<file path="src/rtl/pc_pkg.sv">
// Shared types and constants for the fetch PC generator.
// Build macro PC_RVC_EN relaxes redirect alignment to 2-byte boundaries.
package pc_pkg;

  typedef enum logic [1:0] {
    BOOT = 2'd0,
    RUN  = 2'd1,
    HALT = 2'd2
  } pc_state_e;

`ifdef PC_RVC_EN
  localparam logic [1:0] ALIGN_MASK = 2'b01;
`else
  localparam logic [1:0] ALIGN_MASK = 2'b11;
`endif

  localparam logic [31:0] PC_RESET_VEC = 32'h0000_0000;
  localparam int unsigned PC_INC       = 4;

endpackage

</file>
<file path="src/rtl/pc_align_chk.sv">
// Combinational alignment check of a redirect target against ALIGN_MASK.
// Alignment rule follows PC_RVC_EN through pc_pkg.
module pc_align_chk
  import pc_pkg::*;
#(
  parameter int XLEN = 32
) (
  input  logic [XLEN-1:0] addr_i,
  output logic            misaligned_o
);

  assign misaligned_o = |(addr_i & XLEN'(ALIGN_MASK));

endmodule

</file>
<file path="src/rtl/pc_gen.sv">
// Fetch program-counter generator: sequential advance, trap/redirect priority,
// valid/ready fetch request. Build macro PC_RVC_EN selects 2-byte redirect alignment.
//
// state | meaning
// BOOT  | first cycle out of reset, no request issued
// RUN   | fetch request valid at pc_o
// HALT  | fetching stopped, left only by trap or redirect
module pc_gen
  import pc_pkg::*;
#(
  parameter int                XLEN      = 32,
  parameter logic [XLEN-1:0]   RESET_VEC = XLEN'(PC_RESET_VEC),
  parameter int unsigned       INC       = PC_INC
) (
  input  logic            clk,
  input  logic            rst_n,
  input  logic            fetch_ready_i,
  input  logic            stall_i,
  input  logic            halt_i,
  input  logic            redirect_valid_i,
  input  logic [XLEN-1:0] redirect_target_i,
  input  logic            trap_valid_i,
  input  logic [XLEN-1:0] trap_vec_i,
  output logic            fetch_valid_o,
  output logic [XLEN-1:0] pc_o,
  output logic [XLEN-1:0] pc_next_o,
  output logic            misalign_o,
  output logic [XLEN-1:0] misalign_addr_o
);

  pc_state_e       state_q, state_d;
  logic [XLEN-1:0] pc_q, pc_d;
  logic [XLEN-1:0] misalign_addr_q, misalign_addr_d;
  logic            misalign_q, misalign_d;
  logic            tgt_misaligned;

  pc_align_chk #(.XLEN(XLEN)) u_align_chk (
    .addr_i       (redirect_target_i),
    .misaligned_o (tgt_misaligned)
  );

  assign pc_next_o       = pc_q + XLEN'(INC);
  assign pc_o            = pc_q;
  assign fetch_valid_o   = (state_q == RUN);
  assign misalign_o      = misalign_q;
  assign misalign_addr_o = misalign_addr_q;

  always_ff @(posedge clk or negedge rst_n) begin
    if (!rst_n) begin
      state_q         <= BOOT;
      pc_q            <= RESET_VEC;
      misalign_q      <= 1'b0;
      misalign_addr_q <= '0;
    end else begin
      state_q         <= state_d;
      pc_q            <= pc_d;
      misalign_q      <= misalign_d;
      misalign_addr_q <= misalign_addr_d;
    end
  end

  always_comb begin
    state_d         = state_q;
    pc_d            = pc_q;
    misalign_d      = 1'b0;
    misalign_addr_d = misalign_addr_q;
    if (trap_valid_i) begin
      pc_d    = trap_vec_i;
      state_d = RUN;
    end else if (redirect_valid_i) begin
      state_d = RUN;
      // A rejected target falls back to the trap handler and is reported once.
      if (tgt_misaligned) begin
        pc_d            = trap_vec_i;
        misalign_d      = 1'b1;
        misalign_addr_d = redirect_target_i;
      end else begin
        pc_d = redirect_target_i;
      end
    end else begin
      case (state_q)
        BOOT: state_d = RUN;
        RUN: begin
          if (halt_i) begin
            state_d = HALT;
          end else if (fetch_ready_i && !stall_i) begin
            pc_d = pc_next_o;
          end
        end
        HALT:    state_d = HALT;
        default: state_d = BOOT;
      endcase
    end
  end

endmodule

</file>
<file path="config.mk">
export PLATFORM = sky130hd
export DESIGN_NAME = pc_gen
export DESIGN_NICKNAME = d
export VERILOG_FILES = /design/src/rtl/pc_pkg.sv /design/src/rtl/pc_align_chk.sv /design/src/rtl/pc_gen.sv
export SDC_FILE = /design/constraint.sdc
export NUM_CORES = 1
export LEC_CHECK = 0
export ABC_AREA = 1
export BUFFER_PORTS_ARGS = -buffer_cell sky130_fd_sc_hd__buf_2
export CORE_ASPECT_RATIO = 0.5
export CORE_MARGIN = 3
export CORE_UTILIZATION = 49
export CTS_BUF_LIST = sky130_fd_sc_hd__clkbuf_8
export DETAILED_ROUTE_END_ITERATION = 7
export PLACE_DENSITY = 0.82
export SETUP_SLACK_MARGIN = 0.4
export SLEW_MARGIN = 20
export SYNTH_ARGS = -nofsm -noshare
export SYNTH_HDL_FRONTEND = slang
export SYNTH_SLANG_ARGS = --single-unit
</file>
<file path="constraint.sdc">
create_clock -name clk -period 2 [get_ports clk]
set_input_delay 0.3 -clock clk [delete_from_list [all_inputs] [get_ports clk]]
set_output_delay 0.3 -clock clk [all_outputs]
set_load 0.05 [all_outputs]
</file>
# Word-level counts from Yosys, hierarchy flattened
# Cells that the tools add are included.
dict set report word_totals {
  output_inout_bits 98
  reg_bits 67
}
dict set report op_classes {
  reduce_logical 8
  n_bitwise 1
  mux 13
  n_eq_ne 4
  addsub 1
}
# operator count
set op_table {}
lappend op_table {{$mux W32} 6}
lappend op_table {{$add A32 B3 Y32 const B} 1}
lappend op_table {{$mux W2} 3}
lappend op_table {{$pmux W2 S3} 1}
lappend op_table {{$reduce_and A3 Y1} 2}
lappend op_table {{$reduce_bool A3 Y1} 2}
lappend op_table {{$ne A4 B4 Y1 const B} 1}
lappend op_table {{$mux W1} 3}
lappend op_table {{$ne A3 B1 Y1 const B} 1}
lappend op_table {{$eq A2 B1 Y1 const B} 1}
lappend op_table {{$eq A2 B2 Y1 const B} 1}
lappend op_table {{$logic_not A2 Y1} 1}
lappend op_table {{$reduce_or A2 Y1} 1}
lappend op_table {{$logic_and A1 B1 Y1} 1}
lappend op_table {{$logic_not A1 Y1} 1}
lappend op_table {{$not A1 Y1} 1}

# Depth between registers and ports, before layout
dict set report logic_depth {
  depth_word 7
  mapped_depth 10
  depth_no_buf 10
}

# Hierarchy
# A second synthesis with hierarchy kept.
dict set report unflattened {
  cells_unflattened 538
  area_unflattened_um2 3996.3
}
# module area_per_inst_um2 seq_area_each_um2 cells_each n_inst
set modules_own_cells {}
lappend modules_own_cells {pc_gen 3985.1 1676.6 535 1}
lappend modules_own_cells {pc_align_chk 11.3 0.0 3 1}

# Least setup slack after synthesis
# OpenSTA, ideal clock, no wires.
dict set report synth_path {
  kind {register -> register}
  startpoint {register pc_q[2], in the netlist pc_o[2]}
  endpoint {register pc_q[13], in the netlist pc_o[13]}
  slack_ns -0.637
  arrival_ns 2.560
  n_path_buf 0
  stages_incl_launch_ff 8
  synth_period_minus_slack_ns 2.637
  cell_sequence {dfrtp_1 -> inv_1 -> nor2_4 -> nand2_4 -> nor2_4 -> xor2_1 -> nand2_1 -> a21oi_1}
}
dict set report synth_between {
  elab_chain_len 6
}
# item line
set synth_rtl {}
lappend synth_rtl {{start, declared} pc_gen.sv:32} ;# logic [XLEN-1:0] pc_q, pc_d;
lappend synth_rtl {{start signal, assigned} pc_gen.sv:56} ;# pc_q <= pc_d;
lappend synth_rtl {{$add A32 B3 Y32} pc_gen.sv:42} ;# assign pc_next_o = pc_q + XLEN'(INC);
lappend synth_rtl {{via pc_next_o[13]} pc_gen.sv:26} ;# output logic [XLEN-1:0] pc_next_o,
lappend synth_rtl {{$mux W32} pc_gen.sv:86} ;# end else if (fetch_ready_i && !stall_i) begin
lappend synth_rtl {{$mux W32} pc_gen.sv:84} ;# if (halt_i) begin
lappend synth_rtl {{$mux W32} pc_gen.sv:81} ;# case (state_q)
lappend synth_rtl {{$mux W32} pc_gen.sv:70} ;# end else if (redirect_valid_i) begin
lappend synth_rtl {{$mux W32} pc_gen.sv:67} ;# if (trap_valid_i) begin
# The timed path passes the listed nets, and every way through them passes these cells. The select of a mux whose other input is x is not followed.
# A chain may end at the register's enable or synchronous reset.

# Worst setup path in the final report
dict set report layout_path {
  startpoint {register pc_q[28], in the netlist pc_o[28]}
  endpoint {output port pc_next_o[31]}
}
dict set report layout_between {
  elab_chain_len 1
}
# item line
set layout_rtl {}
lappend layout_rtl {{$add A32 B3 Y32} pc_gen.sv:42}
lappend layout_rtl {{end, declared} pc_gen.sv:26}
# No other way between the ends.

==> metrics.md <==
| Metric | Value |
|---|---|
| Pwr/cell area | slightly above 800 nW/um^2 |
| Post-synthesis async set-or-reset flop share | between 90% and 100% |
| Failing checks | DRC, setup timing |
| Post-Synthesis Cells | 532 |
| Cell taking the most area after synthesis | dfrtp_1 |
| Most used standard cell by instance count after synthesis | nand2_1 |
| CP Data Required Time | around 1700 ps |
| Vias | 5,569 |
| WP buf/inv | 1 |
| Ys Warns | 0 |
| Detail Route Antenna Nets | 0 |
| Max VDD drop | just over 0.0006 V |
| Max transition margin | 56.3% |
| Cell area after placement | 5330 sq um |
| CTS buffer count | 9 |
| Core footprint | between 7000 and 8000 sq um |
| Port bufs | about 170 |
| Via count of the first global-routing pass | ~4,600 |
| Sequential Area | 1700 sq um |
| Synth area leaders | dfrtp_1 44%, nand2_1 16%, o21ai_0 7.0% |
| Post-DR vias/cell | roughly 6.4 |
| Final worst setup slack | -575 ps |
| Bufs on Longest Clock Path | 2 |
| # IOs | roughly 170 |
| Arr. time, crit path | between 2000 and 2500 ps |
| Clk_skew | ~23 ps |
| Die height | between 60 and 70 um |
| Maxcap violations | 0 |
| Crit-path max cell delay | around 490 ps |
| Total Wirelength | around 22,000 um |
| Netlist cell types | 26 |
| Commonest cells post-synth | 164 x nand2_1, 67 x dfrtp_1, 62 x nor2_1 |
| Net Count, Synth | around 610 |
| Final instance area | between 6000 and 7000 sq um |
| Critical-path top delay cell | dfrtp_1 |
| Initial Util | ~50% |
| Die W | ~130 um |
| CP delay by family, top | simple AND/OR/NAND/NOR gates |
| Initial antenna violation count | 0 |
| Layout area overhead | 81.2% |
| CP Max Fanout | 6 |
| Share of cells above drive strength 1 | about three fifths |
| Tmin final | around 2600 ps |
| Synth top area share | approximately 44% |
| Crit path cell chain | nand2_1 -> nor2_1 -> nand2_1 -> nor2_4 -> nand2_2 -> nand2_2 -> nand2_4 -> buf_8 |
| Max Freq | 0.388 GHz |
| CP Launch Type | flip-flop |
| DIE AREA | about 9000 sq um |
| CTS tree | yes |
| Clock sink count | 67 |
| Avg Inst Size Synth | 7.24 sq um |
| CTS H-tree depth | 3 |
| Unrepaired setup endpoints after global routing | true |
| 1st-pass router iterations | 8 |
| Slew Limit Fails | 0 |
| Final setup TNS | -8150 ps |
| DRC errors left | between 40 and 50 |
| Gr usage total | about a third |
| Hold Path Class | primary input to flip-flop |
| DP Wirelength | 9000 um |
| Row count | 22 |
| Lkg Pwr | 3.31 nW |
| Clock root buffer master | clkbuf_8 |
| Area of the multi-input gates | between 2000 and 3000 sq um |
| FF+latch count, synth | 67 |
| Inserted Diodes | 0 |
| Number of synthesized flops with an enable pin | 0 |
| Global-route wire length before repair | ~24,000 um |
| Worst slew pin tran | around 660 ps |
| WL/cell | 25.0 um |
| Critical path capture point type | output pin |
| Starting DRT DRC Count | approximately 1,100 |
| Seq/Total Area, Yosys | 43.5% |
| Filler cells | between 200 and 300 |
| Status | finished with violations |
| Most used DFF post-synth | dfrtp_1 |
| Net count, final | around 830 |
| Clock latency on the worst-skew pair | 380 ps |
| Post-Syn Area | just under 4000 sq um |
| WS Path Type | flip-flop to output pin |
| Finish-stage setup viols | 30 |
| Gpl congestion | 0.926 |
| Largest net degree at the start of global routing | between 60 and 70 |
| Final Hold Vio Count | 0 |
| Grt ovf | 0 |
| Clock-pin slew on the worst setup and hold paths | ~70 ps |
| Final worst-path cycle share | 129% |
-- timing repair --
| item | in CTS | in global routing |
|---|---|---|
| pin swaps | 41 | 46 |
| endpoints found under the hold margin | 67 | 0 |
| cloned | 4 | 1 |
| gates resized for setup | 180 | 126 |
| setup endpoints to repair | 53 | 59 |
| hold buffers | 1 | 0 |
| setup buffers | 16 | 21 |
-- cells in the final DEF, fill, tap and decap left out, types with 2 or more instances in the layout --
master	n
o21ai_0	29
a21oi_4	2
a41oi_2	2
buf_8	16
xnor2_4	5
nor2_4	23
buf_6	34
o21ai_4	16
ha_4	2
nand2_2	28
dfrtp_2	21
buf_4	37
clkbuf_8	11
nor2_1	28
buf_2	139
a31oi_1	2
nand3b_1	7
a21oi_1	17
clkinvlp_4	2
nand2_4	15
inv_2	2
dfrtp_1	46
buf_16	4
inv_1	48
o21ai_2	7
nor2_2	21
buf_12	7
nand3_1	5
xor2_4	9
a21oi_2	31
o21ai_1	2
and2_4	2
nand3_2	7
nand2_1	124
and2_1	2
-- metrics by stage --
step	power, mW	std cells	util (%)	hold slack [ps]	setup WS, ps
CTS	5.24	850	83.8	146	-195
finish	5.76	872	93.3	142	-575
global route	5.88	872	93.3	138	-796
floorplan	3.31	532	-	4.41	-133
global placement	3.89	814	71.1	349	65.1
detailed placement	3.91	814	71.1	347	49.2
-- path summary, 6_finish.rpt --
kind,from,end,slack (ps),cells past startpoint
setup / recovery,pc_o[28],pc_next_o[31],-580,8
hold / removal,redirect_target_i[5],misalign_addr_o[5],140,3
setup reg to reg,pc_o[28],pc_o[31],-210,10
hold reg to reg,misalign_addr_o[0],misalign_addr_o[0],480,2
max in group asynchronous,rst_n,pc_o[6],1160,3
min in group asynchronous,rst_n,pc_o[26],480,3
-- area by class of cell --
| type | count | share of cell area (%) |
|---|---|---|
| clock buffers | 11 | 2.17 |
| flip-flops and latches | 67 | 24.4 |
| repair buffers | 239 | 26.9 |
| multi-input cells | 393 | 41.5 |
| well taps | 108 | 1.93 |
| clock inverters | 4 | 0.287 |
| inverters | 50 | 2.78 |
-- where the power goes --
group	switching [mW]	total [mW]	internal, mW
sequential	0.237	1.79	1.55
clock	0.568	1.07	0.500
combinational	1.99	2.90	0.911
-- cells by family (layout without fill, tap and decap cells) --
logic type,after synthesis,in the layout,synth area share (%)
AO/OA/AOI/OAI,112,112,15.1
flip-flops,67,67,43.5
adder cells (fa/ha/maj),3,3,0.974
buffers and inverters,72,304,7.50
AND/OR/NAND/NOR,263,263,28.7
XOR/XNOR,15,15,4.19
-- routing by layer --
| layer | wire (um) | vias to the layer above | GRT usage (%) |
|---|---|---|---|
| li1 | - | 2145 | - |
| met3 | 3190 | 238 | 8.91 |
| met1 | 7170 | 2535 | 41.6 |
| met5 | 0 | - | 0 |
| met2 | 9300 | 651 | 57.9 |
| met4 | 2140 | 0 | 17.7 |
-- sequential cells by signal, summed over array words and instances (netlist names) --
name and cells:
state_q 2, misalign_addr_o 32, pc_o 32, misalign_o 1
-- worst register-to-register path, stage by stage, from the launching register on --
cell	delay [ps]
dfrtp_1	490
nand2_1	170
nor2_1	350
nand2_1	250
nor2_4	210
nand2_2	100
nand2_2	120
nand2_4	70
buf_4	130
nand2_1	110
a21oi_2	100
No activity file was read; power rests on OpenSTA's default activity.
